$ cat config.mk
export PLATFORM = sky130hd
export DESIGN_NAME = bus_demux
export DESIGN_NICKNAME = d
export VERILOG_FILES = /design/src/rtl/riscv_bus_pkg.sv /design/src/rtl/bus_addr_decode.sv /design/src/rtl/bus_demux.sv
export SDC_FILE = /design/constraint.sdc
export NUM_CORES = 1
export LEC_CHECK = 0
export BUFFER_PORTS_ARGS = -buffer_cell sky130_fd_sc_hd__buf_4
export CAP_MARGIN = 20
export CORE_AREA = 2 2 96 98
export CTS_BUF_LIST = sky130_fd_sc_hd__clkbuf_8 sky130_fd_sc_hd__clkbuf_16
export CTS_CLUSTER_DIAMETER = 120
export DETAILED_ROUTE_END_ITERATION = 8
export DIE_AREA = 0 0 98 100
export PLACE_DENSITY = 0.67
export SYNTH_ARGS = -nofsm -noshare
export SYNTH_HDL_FRONTEND = slang
export SYNTH_HIERARCHICAL = 1
export SYNTH_SLANG_ARGS = --single-unit
$ cat constraint.sdc
create_clock -name clk -period 8.3 [get_ports clk]
set_input_delay 2.49 -clock clk [delete_from_list [all_inputs] [get_ports clk]]
set_output_delay 2.49 -clock clk [all_outputs]
set_load 0.02 [all_outputs]
$ cat src/rtl/riscv_bus_pkg.sv
// riscv_bus_pkg: shared types and default address windows for the bus demux.
// Contents: state_t (demux FSM states), sel_t (target select encoding),
// DEF_* default window constants and watchdog limit.
package riscv_bus_pkg;
   typedef enum logic [1:0] {IDLE, WAIT, RESP} state_t;
   typedef enum logic [1:0] {SEL_T0 = 2'd0, SEL_T1 = 2'd1, SEL_NONE = 2'd2} sel_t;
   localparam logic [31:0] DEF_T0_BASE = 32'h0000_0000;
   localparam logic [31:0] DEF_T0_MASK = 32'hF000_0000;
   localparam logic [31:0] DEF_T1_BASE = 32'h1000_0000;
   localparam logic [31:0] DEF_T1_MASK = 32'hF000_0000;
   localparam int unsigned DEF_TIMEOUT_CYCLES = 16;
endpackage

$ cat src/rtl/bus_addr_decode.sv
// bus_addr_decode: combinational address window decode for the bus demux.
// Ports: addr (in, 32) request address; sel (out, sel_t) decoded target.
// The MMIO window (T1) wins when both windows match.
module bus_addr_decode
   import riscv_bus_pkg::*;
#(
   parameter logic [31:0] T0_BASE = DEF_T0_BASE,
   parameter logic [31:0] T0_MASK = DEF_T0_MASK,
   parameter logic [31:0] T1_BASE = DEF_T1_BASE,
   parameter logic [31:0] T1_MASK = DEF_T1_MASK
) (
   input  logic [31:0] addr,
   output sel_t        sel
);
   assign sel = ((addr & T1_MASK) == T1_BASE) ? SEL_T1 :
                ((addr & T0_MASK) == T0_BASE) ? SEL_T0 : SEL_NONE;
endmodule

$ cat src/rtl/bus_demux.sv
// bus_demux: single-outstanding 1-to-2 bus demultiplexer (data memory T0, MMIO T1).
// Ports: clk, rst_n (async active-low); initiator req_valid/req_ready/req_addr/
// req_wdata/req_we/req_be; response rsp_valid/rsp_rdata/rsp_err; shared target
// request t_addr/t_wdata/t_we/t_be; per target tN_req_valid/tN_req_ready/
// tN_rsp_valid/tN_rdata. Unmapped accesses answer with rsp_err=1, rdata=0.
// Macro BUS_DEMUX_TIMEOUT_EN: enables a WAIT watchdog of TIMEOUT_CYCLES that
// answers with rsp_err=1 and rdata=32'hDEAD_BEEF.
module bus_demux
   import riscv_bus_pkg::*;
#(
   parameter logic [31:0] T0_BASE        = DEF_T0_BASE,
   parameter logic [31:0] T0_MASK        = DEF_T0_MASK,
   parameter logic [31:0] T1_BASE        = DEF_T1_BASE,
   parameter logic [31:0] T1_MASK        = DEF_T1_MASK,
   parameter int unsigned TIMEOUT_CYCLES = DEF_TIMEOUT_CYCLES
) (
   input  logic        clk,
   input  logic        rst_n,
   input  logic        req_valid,
   output logic        req_ready,
   input  logic [31:0] req_addr,
   input  logic [31:0] req_wdata,
   input  logic        req_we,
   input  logic [3:0]  req_be,
   output logic        rsp_valid,
   output logic [31:0] rsp_rdata,
   output logic        rsp_err,
   output logic [31:0] t_addr,
   output logic [31:0] t_wdata,
   output logic        t_we,
   output logic [3:0]  t_be,
   output logic        t0_req_valid,
   input  logic        t0_req_ready,
   input  logic        t0_rsp_valid,
   input  logic [31:0] t0_rdata,
   output logic        t1_req_valid,
   input  logic        t1_req_ready,
   input  logic        t1_rsp_valid,
   input  logic [31:0] t1_rdata
);
   state_t state;
   sel_t   dec, sel_q;
   logic   idle, accept, tgt_rsp;
   logic [31:0] tgt_rdata;
   bus_addr_decode #(
      .T0_BASE(T0_BASE), .T0_MASK(T0_MASK), .T1_BASE(T1_BASE), .T1_MASK(T1_MASK)
   ) u_decode (
      .addr(req_addr),
      .sel (dec)
   );
   assign t_addr       = req_addr;
   assign t_wdata      = req_wdata;
   assign t_we         = req_we;
   assign t_be         = req_be;
   assign idle         = state == IDLE;
   assign t0_req_valid = idle && req_valid && dec == SEL_T0;
   assign t1_req_valid = idle && req_valid && dec == SEL_T1;
   // Unmapped requests are swallowed immediately and answered with an error.
   assign req_ready    = idle && (dec == SEL_T0 ? t0_req_ready :
                                  dec == SEL_T1 ? t1_req_ready : 1'b1);
   assign accept       = req_valid && req_ready;
   // Only the registered target's response is observed; the other is ignored.
   assign tgt_rsp      = sel_q == SEL_T1 ? t1_rsp_valid : t0_rsp_valid;
   assign tgt_rdata    = sel_q == SEL_T1 ? t1_rdata : t0_rdata;
`ifdef BUS_DEMUX_TIMEOUT_EN
   logic [31:0] cnt;
`else
   logic unused_timeout;
   assign unused_timeout = ^TIMEOUT_CYCLES;
`endif
   always_ff @(posedge clk or negedge rst_n) begin
      if (!rst_n) begin
         state     <= IDLE;
         sel_q     <= SEL_T0;
         rsp_valid <= 1'b0;
         rsp_rdata <= '0;
         rsp_err   <= 1'b0;
`ifdef BUS_DEMUX_TIMEOUT_EN
         cnt       <= '0;
`endif
      end else begin
         case (state)
            IDLE: if (accept) begin
               sel_q     <= dec;
               state     <= dec == SEL_NONE ? RESP : WAIT;
               rsp_valid <= dec == SEL_NONE;
               rsp_err   <= dec == SEL_NONE;
               rsp_rdata <= '0;
`ifdef BUS_DEMUX_TIMEOUT_EN
               cnt       <= '0;
`endif
            end
            WAIT: if (tgt_rsp) begin
               state     <= RESP;
               rsp_valid <= 1'b1;
               rsp_err   <= 1'b0;
               rsp_rdata <= tgt_rdata;
            end
`ifdef BUS_DEMUX_TIMEOUT_EN
            else if (cnt == TIMEOUT_CYCLES) begin
               state     <= RESP;
               rsp_valid <= 1'b1;
               rsp_err   <= 1'b1;
               rsp_rdata <= 32'hDEAD_BEEF;
            end else cnt <= cnt + 32'd1;
`endif
            RESP: begin
               state     <= IDLE;
               rsp_valid <= 1'b0;
            end
            default: state <= IDLE;
         endcase
      end
   end
endmodule
==> impl_metrics.csv <==
group,metric,value,unit
die,die_x,98,um
power,power_frac_clock,0.202,
sta,period_needed,6720,ps
worst_setup_path,r2r_start,"state[0]$_DFFE_PN0P_",
detailed_routing,vias,1759,
hold_path,hold_depth,1,
die,core_area,0.00889,mm^2
power,power.switching,296,uW
synthesis,synth_top_family_by_area,"buffers and inverters",
status,status,"finished clean",
worst_setup_path,crit_arrival,4230,ps
finish,areaGrowthSynthToFinish,21.4,%
clock_network,cts.sinks,38,
clock_network,clock_path_buffers,2,
power,p_int,505,uW
power,ir_drop,0.173,mV
grt,antenna_found_initial,0,
worst_setup_path,cp.required,5810,ps
synthesis,syn_area_per_cell,11.5,um^2
finish,diodes,0,
die,std_cell_rows,35,
die,initial_core_util,0.288,
synthesis,ys_ff_latch,38,
sta,max_freq,149,MHz
grt,grt_use_total,0.107,
sta,tns,0,ps
synthesis,synth-adder-area-share,0.0147,
power,powerDensity,258,mW/mm^2
synthesis,synth_xor_area_frac,0,
synthesis,synth_simple_gate_area_share,0.0499,
placed_design,gp_congestion,0.704,
power,seqPwrFrac,0.338,
synthesis,yosysUniqueCellTypes,28,
die,die_area,0.00980,mm^2
clock_network,h-tree-depth,2,
hold_path,holdCritPathClass,"reg2reg",
die,die_y,100,um
finish,drive_gt1_frac,0.541,
detailed_routing,avgViaCountPerCell,4.67,
detailed_routing,dr.first_iter.drc_count,32,
clock_network,clk_root_buffer_cell,"clkbuf_8",
sta,fin_crit_sh,0.810,
clock_network,postCtsHoldBufs,0,
detailed_routing,drtPass1Iterations,3,
sta,grt_setup_unrepaired,"no",
grt,grt-ovfl-total,0,
synthesis,yosysTopAreaCellShare,0.372,
grt,grt_max_degree,39,
synthesis,synth_ff_type,"dfrtp_1",
sta,slew_violations,0,
clock_network,path_clk_slew,70,ps
detailed_routing,wl_per_cell,14.7,um
finish,nNetsFinal,409,
worst_setup_path,crit_type,"in2out",
power,power.share.switching,0.370,
detailed_routing,ant_nets,0,
grt,grt_pass1_wl,8.56,mm
synthesis,synthCells,222,
synthesis,synth_compound_area_frac,0.169,
clock_network,cts_buffers,5,
sta,worstMarginPinSlew,912,ps
synthesis,async_reset_ff_frac,1.00,
placed_design,port_buffers,115,
grt,grt_pass1_vias,1804,
sta,finClkSkew,7.57,ps
die,ios,246,
detailed_routing,drt_wl_total,5.53,mm
worst_setup_path,worstSetupEndpointType,"output pin",
sta,hold_violations,0,
synthesis,synth_area_leaders,"dfrtp_1 (37%), buf_4 (20%), mux2i_1 (14%)",
worst_setup_path,ff2ff_path_depth,6,
synthesis,syn-num-nets,365,
worst_setup_path,cp-start-kind,"input port",
sta,slew-limit-headroom,0.383,
synthesis,synth_edf_count,0,
detailed_routing,remaining_drc_errors,0,
clock_network,post-cts-setup-buffers,0,
synthesis,synth_mux_area_frac,0.150,
synthesis,synth_area,0.00256,mm^2
sta,whs,498,ps
worst_setup_path,setup.worst_path.end,"req_ready",
clock_network,cts_resized,0,
clock_network,cts_tree,"yes",
power,power_frac_comb,0.460,
power,p_leak,1.41,nW
worst_setup_path,crit_path_max_fanout,6,
sta,setup_violations,0,
run,maxCapViolations,0,
synthesis,ys_seq_area_frac,0.372,
placed_design,post-dp-hpwl,4.07,mm
synthesis,synth_warnings,6,
worst_setup_path,r2r-end,"rsp_rdata[19]$_DFFE_PN0P_",
worst_setup_path,startpoint,"req_addr[29]",
synthesis,yosys.area.top_type,"dfrtp_1",
clock_network,worstSkewPairLatency,290,ps
worst_setup_path,regToRegSetupSlack,6220,ps
[critical path, stage by stage]
cell and delay (ps):
buf_4 120, nor4b_1 800, mux2i_1 400, nand2_1 110, and2_1 160, buf_4 150
[sequential cells by signal, indices dropped and copies added (netlist names)]
register   flops
rsp_valid      1
rsp_rdata     32
state          2
rsp_err        1
sel_q          2
[cell families (layout without fill, tap and decap cells)]
group                      count (synthesis)  count (layout)
adders and majority gates                  3               3
and+or+nand+nor                           20              20
muxes                                     38              38
buffers and inverters                     84             128
DFF                                       38              38
AOI/OAI and AO/OA                         39              39
[stage by stage]
step	instances	power, mW	worst slack [ps]	utilization	instance area (um^2)
after floorplan	222	0.550	2010	-	2560
after global placement	369	0.623	1600	0.334	2970
after detailed placement	369	0.629	1570	0.334	2970
after CTS	376	0.798	1560	0.346	3080
after global routing	377	0.849	1380	0.349	3110
final	377	0.801	1580	0.349	3110
[final cells by class]
class / instances / area (um^2)
multi-input combinational: 100 / 990
inverter: 4 / 15.0
tap: 111 / 139
sequential: 38 / 951
fill: 889 / 5780
clock buffer: 6 / 82.6
timing repair buffer: 117 / 898
clock inverter: 1 / 30.0
[layout by cell type (no fill, tap or decap)]
master / n
and2_1: 1
a31oi_4: 1
inv_1: 4
o2bb2ai_2: 12
nand3_4: 1
and2b_1: 1
o211ai_4: 1
o211ai_2: 1
nor2b_4: 1
nand3b_1: 2
mux2_2: 3
nor4b_1: 1
nand3_1: 2
o21ai_0: 1
nor2b_1: 1
buf_4: 116
nand2b_1: 2
clkbuf_8: 6
bufinv_16: 1
nor3_1: 1
a21o_1: 1
buf_16: 1
nor3b_1: 1
or3_1: 1
o2bb2ai_1: 20
dfrtp_1: 38
ha_1: 3
nand2_1: 5
a21oi_1: 2
mux2i_1: 35
[metal layers]
metal  up-vias  global-route usage  share of wire
li1        803                   -              -
met4         0              0.0449          0.029
met3        29              0.0425          0.086
met5         -                   0              0
met1       832               0.117           0.38
met2        95               0.184           0.50
[worst min path at each step]
| stage | startpoint | endpoint | slack, ps |
|---|---|---|---|
| after CTS | rsp_rdata[6]$_DFFE_PN0P_ | rsp_rdata[6]$_DFFE_PN0P_ | 500 |
| after global routing | rsp_rdata[6]$_DFFE_PN0P_ | rsp_rdata[6]$_DFFE_PN0P_ | 510 |
| final | rsp_rdata[20]$_DFFE_PN0P_ | rsp_rdata[20]$_DFFE_PN0P_ | 500 |
| after global placement | rsp_rdata[29]$_DFFE_PN0P_ | rsp_rdata[29]$_DFFE_PN0P_ | 480 |
| after detailed placement | rsp_rdata[24]$_DFFE_PN0P_ | rsp_rdata[24]$_DFFE_PN0P_ | 470 |
| after floorplan | sel_q[1]$_DFFE_PN0P_ | sel_q[1]$_DFFE_PN0P_ | 490 |
[Yosys cell counts, types with 2 or more instances]
library cell / instances
a21oi_1: 2
buf_2: 5
buf_4: 69
buf_6: 6
dfrtp_1: 38
ha_1: 3
inv_1: 4
mux2_2: 3
mux2i_1: 35
nand2_1: 5
nand2b_1: 2
nand3_1: 2
nand3b_1: 2
nor2b_1: 2
o2bb2ai_1: 20
o2bb2ai_2: 12
[power by group through the flow]
stage | Sequential, mW | Clock [mW] | Combinational, mW
2_1_floorplan | 0.325 | 0 | 0.226
3_3_place_gp | 0.272 | 0 | 0.350
3_5_place_dp | 0.273 | 0 | 0.356
4_1_cts | 0.272 | 0.170 | 0.357
5_1_grt | 0.279 | 0.175 | 0.396
6_report | 0.271 | 0.162 | 0.369
Note: power is estimated with default switching activity, not from simulation.
